`config.mk`:
```
export PLATFORM = sky130hd
export DESIGN_NAME = instruction_fetch_unit_flat
export DESIGN_NICKNAME = d
export VERILOG_FILES = /design/src/rtl/instruction_fetch_unit_pkg.sv /design/src/rtl/instruction_fetch_unit_if.sv /design/src/rtl/instruction_fetch_unit_program_counter.sv /design/src/rtl/instruction_fetch_unit.sv /design/src/flat_wrapper.sv
export SDC_FILE = /design/constraint.sdc
export NUM_CORES = 1
export LEC_CHECK = 0
export BUFFER_PORTS_ARGS = -buffer_cell sky130_fd_sc_hd__buf_2
export CAP_MARGIN = 10
export CORE_MARGIN = 1.5
export CORE_UTILIZATION = 50
export DETAILED_ROUTE_END_ITERATION = 10
export MAX_ROUTING_LAYER = met4
export PLACE_DENSITY = 0.79
export RECOVER_POWER = 50
export SETUP_SLACK_MARGIN = 0.05
export SLEW_MARGIN = 20
export SYNTH_ARGS = -nofsm -noshare
export SYNTH_HDL_FRONTEND = slang
export SYNTH_HIERARCHICAL = 1
export SYNTH_SLANG_ARGS = --single-unit
```
`constraint.sdc`:
```
create_clock -name CLK -period 3.1 [get_ports CLK]
set_clock_uncertainty 0.15 [all_clocks]
set_input_delay 0.465 -clock CLK [delete_from_list [all_inputs] [get_ports CLK]]
set_output_delay 0.465 -clock CLK [all_outputs]
set_load 0.05 [all_outputs]
```
`src/rtl/instruction_fetch_unit_pkg.sv`:
```
// Shared constants for the instruction-register load path.
// Word geometry, IR strobe code and fetch FSM states.
package contants;
  localparam int WORD_SIZE    = 19;
  localparam int OPCODE_WIDTH = 5;
  localparam int ADDR_WIDTH   = WORD_SIZE - OPCODE_WIDTH;
  localparam int LOAD_IR      = 1;

  typedef enum logic [1:0] {
    IDLE   = 2'd0,
    MEM_RD = 2'd1,
    HOLD   = 2'd2
  } fetch_state_t;

  function automatic logic [ADDR_WIDTH-1:0] pc_next(
    input logic [ADDR_WIDTH-1:0] pc
  );
    return pc + 1'b1;
  endfunction
endpackage

```
`src/rtl/instruction_fetch_unit_if.sv`:
```
// Fetch unit bus: control, program memory and IR handshakes.
// master = fetch unit, slave = its environment.
interface instruction_fetch_unit_if #(
  parameter int CNT_WIDTH = 16
);
  import contants::*;

  logic                  fetch_en;
  logic                  branch_valid;
  logic [ADDR_WIDTH-1:0] branch_target;
  logic [ADDR_WIDTH-1:0] mem_addr;
  logic                  mem_rd;
  logic [WORD_SIZE-1:0]  mem_rdata;
  logic                  mem_ready;
  logic [WORD_SIZE-1:0]  INSTR;
  logic                  instr_valid;
  logic                  instr_ack;
  logic [ADDR_WIDTH-1:0] pc;
  logic                  busy;
  logic [CNT_WIDTH-1:0]  fetch_count;

  modport master (
    input  fetch_en, branch_valid, branch_target,
    input  mem_rdata, mem_ready, instr_ack,
    output mem_addr, mem_rd, INSTR, instr_valid,
    output pc, busy, fetch_count
  );

  modport slave (
    output fetch_en, branch_valid, branch_target,
    output mem_rdata, mem_ready, instr_ack,
    input  mem_addr, mem_rd, INSTR, instr_valid,
    input  pc, busy, fetch_count
  );
endinterface

```
`src/rtl/instruction_fetch_unit_program_counter.sv`:
```
// Program counter: branch load beats increment, wraps at top.
// Holds when neither strobe is active.
module program_counter
  import contants::*;
#(
  parameter logic [ADDR_WIDTH-1:0] RESET_PC = '0
) (
  input  logic                  clk_i,
  input  logic                  rst_i,
  input  logic                  load_i,
  input  logic [ADDR_WIDTH-1:0] target_i,
  input  logic                  inc_i,
  output logic [ADDR_WIDTH-1:0] pc_o
);
  logic [ADDR_WIDTH-1:0] pc_q, pc_d;

  always_comb begin
    pc_d = pc_q;
    if (load_i)
      pc_d = target_i;
    else if (inc_i)
      pc_d = pc_next(pc_q);
  end

  always_ff @(posedge clk_i or posedge rst_i) begin
    if (rst_i) pc_q <= RESET_PC;
    else       pc_q <= pc_d;
  end

  assign pc_o = pc_q;
endmodule

```
`src/rtl/instruction_fetch_unit.sv`:
```
// Instruction fetch unit: reads program memory at the PC and
// hands words to the IR over a valid/ack handshake.
module instruction_fetch_unit
  import contants::*;
#(
  parameter logic [ADDR_WIDTH-1:0] RESET_PC  = '0,
  parameter int                    CNT_WIDTH = 16
) (
  input  logic                      CLK,
  input  logic                      RST,
  instruction_fetch_unit_if.master  bus
);
  fetch_state_t          state_q, state_d;
  logic                  flush_q, flush_d;
  logic                  rd_q, rd_d;
  logic [ADDR_WIDTH-1:0] addr_q, addr_d;
  logic [WORD_SIZE-1:0]  instr_q, instr_d;
  logic                  valid_q, valid_d;
  logic [CNT_WIDTH-1:0]  cnt_q, cnt_d;
  logic                  busy_q, busy_d;
  logic                  pc_inc;
  logic [ADDR_WIDTH-1:0] pc;

  program_counter #(
    .RESET_PC (RESET_PC)
  ) u_pc (
    .clk_i    (CLK),
    .rst_i    (RST),
    .load_i   (bus.branch_valid),
    .target_i (bus.branch_target),
    .inc_i    (pc_inc),
    .pc_o     (pc)
  );

  always_comb begin
    state_d = state_q;
    flush_d = flush_q;
    rd_d    = rd_q;
    addr_d  = addr_q;
    instr_d = instr_q;
    valid_d = valid_q;
    cnt_d   = cnt_q;
    pc_inc  = 1'b0;
    unique case (state_q)
      IDLE: begin
        if (bus.fetch_en && !bus.branch_valid) begin
          state_d = MEM_RD;
          rd_d    = 1'b1;
          addr_d  = pc;
        end
      end
      MEM_RD: begin
        // A branch during the wait cannot cancel the bus
        // read; the flag discards its data on completion.
        if (bus.mem_ready) begin
          rd_d    = 1'b0;
          flush_d = 1'b0;
          state_d = IDLE;
          if (!flush_q && !bus.branch_valid) begin
            instr_d = bus.mem_rdata;
            valid_d = 1'b1;
            pc_inc  = 1'b1;
            state_d = HOLD;
            if (cnt_q != '1) cnt_d = cnt_q + 1'b1;
          end
        end else if (bus.branch_valid) begin
          flush_d = 1'b1;
        end
      end
      HOLD: begin
        if (bus.branch_valid) begin
          valid_d = 1'b0;
          state_d = IDLE;
        end else if (bus.instr_ack) begin
          valid_d = 1'b0;
          state_d = IDLE;
          if (bus.fetch_en) begin
            state_d = MEM_RD;
            rd_d    = 1'b1;
            addr_d  = pc;
          end
        end
      end
      default: state_d = IDLE;
    endcase
    busy_d = (state_d != IDLE);
  end

  always_ff @(posedge CLK or posedge RST) begin
    if (RST) begin
      state_q <= IDLE;
      flush_q <= 1'b0;
      rd_q    <= 1'b0;
      addr_q  <= RESET_PC;
      instr_q <= '0;
      valid_q <= 1'b0;
      cnt_q   <= '0;
      busy_q  <= 1'b0;
    end else begin
      state_q <= state_d;
      flush_q <= flush_d;
      rd_q    <= rd_d;
      addr_q  <= addr_d;
      instr_q <= instr_d;
      valid_q <= valid_d;
      cnt_q   <= cnt_d;
      busy_q  <= busy_d;
    end
  end

  assign bus.mem_rd      = rd_q;
  assign bus.mem_addr    = addr_q;
  assign bus.INSTR       = instr_q;
  assign bus.instr_valid = valid_q;
  assign bus.fetch_count = cnt_q;
  assign bus.busy        = busy_q;
  assign bus.pc          = pc;
endmodule

```
`src/flat_wrapper.sv`:
```
// flat-port wrapper written by rule: the top's interface ports become plain ports
module instruction_fetch_unit_flat import contants::*;
#(
  parameter logic [ADDR_WIDTH-1:0] RESET_PC  = '0,
  parameter int                    CNT_WIDTH = 16
)
  (CLK, RST, bus_fetch_en, bus_branch_valid, bus_branch_target, bus_mem_rdata, bus_mem_ready, bus_instr_ack, bus_mem_addr, bus_mem_rd, bus_INSTR, bus_instr_valid, bus_pc, bus_busy, bus_fetch_count);
  instruction_fetch_unit_if #(.CNT_WIDTH(CNT_WIDTH)) bus_i ();
  input  logic CLK;
  input  logic RST;
  input wire logic [$bits(bus_i.fetch_en)-1:0] bus_fetch_en;
  input wire logic [$bits(bus_i.branch_valid)-1:0] bus_branch_valid;
  input wire logic [$bits(bus_i.branch_target)-1:0] bus_branch_target;
  input wire logic [$bits(bus_i.mem_rdata)-1:0] bus_mem_rdata;
  input wire logic [$bits(bus_i.mem_ready)-1:0] bus_mem_ready;
  input wire logic [$bits(bus_i.instr_ack)-1:0] bus_instr_ack;
  output wire logic [$bits(bus_i.mem_addr)-1:0] bus_mem_addr;
  output wire logic [$bits(bus_i.mem_rd)-1:0] bus_mem_rd;
  output wire logic [$bits(bus_i.INSTR)-1:0] bus_INSTR;
  output wire logic [$bits(bus_i.instr_valid)-1:0] bus_instr_valid;
  output wire logic [$bits(bus_i.pc)-1:0] bus_pc;
  output wire logic [$bits(bus_i.busy)-1:0] bus_busy;
  output wire logic [$bits(bus_i.fetch_count)-1:0] bus_fetch_count;
  assign bus_i.fetch_en = bus_fetch_en;
  assign bus_i.branch_valid = bus_branch_valid;
  assign bus_i.branch_target = bus_branch_target;
  assign bus_i.mem_rdata = bus_mem_rdata;
  assign bus_i.mem_ready = bus_mem_ready;
  assign bus_i.instr_ack = bus_instr_ack;
  assign bus_mem_addr = bus_i.mem_addr;
  assign bus_mem_rd = bus_i.mem_rd;
  assign bus_INSTR = bus_i.INSTR;
  assign bus_instr_valid = bus_i.instr_valid;
  assign bus_pc = bus_i.pc;
  assign bus_busy = bus_i.busy;
  assign bus_fetch_count = bus_i.fetch_count;
  instruction_fetch_unit #(.RESET_PC(RESET_PC), .CNT_WIDTH(CNT_WIDTH)) u_core (.CLK(CLK), .RST(RST), .bus(bus_i));
endmodule
```
==> impl_metrics.ini <==
[sta]
final-hold-violation-count = 0
final_max_slew_viol_count = 0
timing.fmax_mhz = 441
fin_tns_setup_ns = 0
final-setup-viol-count = 0
finalCritPeriodShare_pct = 73.2
setup_repair_after_global_routing_missed_its_margin = no
layout_min_cycle_time_ns = 2.27
worst_slack_ns = 0.830
slew-limit-headroom_pct = 42.1
worstMarginPinSlew_ns = 0.869

[worst_setup_path]
timing.critical_path.slowest_stage_cell = sky130_fd_sc_hd__nor4_1
worstPathCellList = ha_1 -> nand4_1 -> nor4_1 -> buf_4 -> nor2_1 -> mux2_2
timing.critical_path.arrival_ns = 2.34
cpPeakStageDelay_ns = 0.54
crit_path_capture_type = register
critical_path.n_buffers_inverters = 1
rr_startpoint = u_core/bus.fetch_count[0]
cp-endpoint = u_core/bus.fetch_count[1]
worstSetupPathDepth = 6
critPathLaunchType = register
reg2regPathDepth = 6
crit_fanout = 9
reg2reg_setup_slack_ns = 0.83
crit-reg2reg-capture = u_core/bus.fetch_count[1]
crit_family = simple AND/OR/NAND/NOR gates
timing_worst_setup_path_type = reg -> reg
setup.worst_path.start = u_core/bus.fetch_count[0]
crit_required_ns = 3.17

[grt]
grt.total_usage_pct = 24.0
grt_pass1_vias = 2480
grt_first_pass_wirelength_um = 11900
antenna_found_initial = 0
grt_overflow = 0
grt_max_degree = 32

[logic_synthesis]
synth_fp_nets = 348
post_synth_inst_count = 307
synth-warning-count = 6
syn_avg_cell_area_um2 = 10.3
synth_edf_count = 0
synth.distinct_cells = 44
synth.yosys.seq_area_share_pct = 54.7
synth_top_flop_cell = sky130_fd_sc_hd__dfrtp_1
synth-seq-cells = 69
synth-async-reset-ratio_pct = 100
mappedNetlistArea_um2 = 3160

[routing]
first_iter_violations = 210
route.detailed.wl_per_inst_um = 15.2
via_per_inst = 5.36
dr.max_layer_used = met4
via_count = 2647
dr.pass1.iters = 4
final_antenna_net_count = 0
routed_wl_um = 7520
drc = 0
amount_of_wire_on_met3_after_detailed_routing_um = 426
met1Wirelength_um = 3320
route.met2.wl_um = 3660

[power_and_ir_drop]
clock_power_share_pct = 23.5
power_switching_share_pct = 45.6
seqPwrFrac_pct = 37.2
power_frac_comb_pct = 39.3
ir_worst_vdd_v = 0.000613
leakage_uw = 0.00200
power.internal_uw = 1920
p_per_area_nw_per_um2 = 901
power_total_uw = 3540
power.switching_uw = 1620

[clock_tree]
ctsResizeCount = 0
cts_tree = yes
cts.root.buffer_cell = sky130_fd_sc_hd__clkbuf_8
cts.repair_timing.setup_buffer_count = 0
ctsHoldBuffers = 1
number_of_buffers_on_the_longest_clock_path = 2
worst_skew_pair.late_latency_ns = 0.33
cts_buffers = 9
cts.sinks = 69
clock_transition_at_the_registers_of_the_reported_paths_ns = 0.07
ctsHtreeMaxLevel = 3

[placed_design]
place_worst_setup_slack_ns = 0.830
io_buffer_count = 104
finalWeightedCongestion = 0.907
dp.cells = 477
detailedPlacementHpwl_um = 5510

[final_layout]
share_of_final_layout_standard_cells_stronger_than_drive_strength_1_pct = 27.2
layout_cells_excl_fill = 494
num_antenna_cells = 0
area_growth_pct = 24.5
finalNetCount = 455

[die]
die_w_um = 82.4
die_y_extent_um = 82.4
core_region_um2 = 5990
starting_density_of_the_core_pct = 52.7
design.die.area_um2 = 6800
ios = 105
cell_rows = 28

[hold_path]
hold_path.class = in -> reg
worst_hold_path.num_cells = 3

[flow_run]
cap_violations = 0

[run_status]
outcome = complete, no violations
## cell families after synthesis
kind of cell | share of synthesized area [%]
multiplexers | 6.30
AO/OA/AOI/OAI | 5.63
adder cells (fa/ha/maj) | 0.793
XOR/XNOR | 5.27
AND/OR/NAND/NOR | 23.4
buffers and inverters | 3.93
flip-flops | 54.7
## worst min-delay path by stage
| stage | end | slack, ns | startpoint |
|---|---|---|---|
| after global routing | u_core/bus.INSTR[11] | 0.16 | bus_mem_rdata[11] |
| after CTS | u_core/bus.INSTR[10] | 0.16 | bus_mem_rdata[10] |
| after floorplan | u_core/u_pc/pc_o[0] | 0.20 | RST |
| after detailed placement | u_core/bus.mem_addr[10] | 0.29 | RST |
| final | u_core/bus.INSTR[11] | 0.17 | bus_mem_rdata[11] |
| after global placement | u_core/bus.mem_addr[9] | 0.28 | RST |
## state kept, by name, indices dropped and copies added (netlist names)
signal and cells:
u_core/state_q 2, u_core/bus.fetch_count 16, u_core/flush_q 1, u_core/bus.mem_rd 1, u_core/bus.instr_valid 1, u_core/bus.INSTR 19, u_core/bus.busy 1, u_core/bus.mem_addr 14
u_core/u_pc/pc_o 14
## cells in the mapped netlist, types with 5 or more instances
master	n	area share, %
sky130_fd_sc_hd__inv_1	10	1.2
sky130_fd_sc_hd__nand2_1	75	8.9
sky130_fd_sc_hd__nand4_1	9	1.8
sky130_fd_sc_hd__xor2_1	16	4.4
sky130_fd_sc_hd__and4_1	5	1.4
sky130_fd_sc_hd__mux2_2	15	5.4
sky130_fd_sc_hd__dfrtp_1	69	55
sky130_fd_sc_hd__nor2_1	13	1.5
sky130_fd_sc_hd__clkbuf_1	9	1.1
sky130_fd_sc_hd__nor4_1	7	1.4
sky130_fd_sc_hd__o21ai_0	8	1.3
sky130_fd_sc_hd__nor3_1	6	0.95
sky130_fd_sc_hd__nand3_1	12	1.9
## per-layer routing
layer | up-vias | global-route usage [%]
met2 | 98 | 36.8
met4 | 0 | 9.83
met3 | 14 | 3.52
met1 | 1257 | 32.0
met5 | - | -
li1 | 1278 | -
## power groups by stage
stage                     sequential, uW  clock (uW)  combinational [uW]
after floorplan                     2120           0                 295
after global placement              1310           0                1430
after detailed placement            1330           0                1450
after CTS                           1310         851                1450
after global routing                1350         890                1470
final                               1320         834                1390
## metrics by stage
stage          util (%)  hold WS, ns  area, um2
4_1_cts            66.3        0.159       3970
3_3_place_gp       62.2        0.279       3730
2_1_floorplan         -        0.204       3160
5_1_grt            65.6        0.164       3930
6_report           65.6        0.171       3930
3_5_place_dp       62.2        0.288       3730
## layout by cell type (no fill, tap or decap), types with 4 or more instances in the layout
cell and n:
sky130_fd_sc_hd__nand4_1 9, sky130_fd_sc_hd__dfrtp_1 69, sky130_fd_sc_hd__a31oi_1 4, sky130_fd_sc_hd__nor4_1 7
sky130_fd_sc_hd__inv_1 10, sky130_fd_sc_hd__nor2_1 13, sky130_fd_sc_hd__nand3_1 12, sky130_fd_sc_hd__clkbuf_1 33
sky130_fd_sc_hd__mux2_2 15, sky130_fd_sc_hd__buf_4 5, sky130_fd_sc_hd__buf_2 72, sky130_fd_sc_hd__nor3_1 6
sky130_fd_sc_hd__xor2_1 16, sky130_fd_sc_hd__clkbuf_8 11, sky130_fd_sc_hd__nand2_1 75, sky130_fd_sc_hd__o21ai_0 8
sky130_fd_sc_hd__and4_1 5
## worst min-delay path: cells and delay by family
| family | cells | cell delay [ns] |
|---|---|---|
| simple gates | 2 | 0.08 |
| buf+inv | 1 | 0.08 |
## cell type report
class,count,area (um2)
clock buffers,11,151
multi-input cells,213,1310
inverters,10,37.5
clock inverters,5,82.6
fillers,527,2060
well taps,75,93.8
flip-flops and latches,69,1730
repair buffers,111,532
No activity file was read; power rests on OpenSTA's default activity.
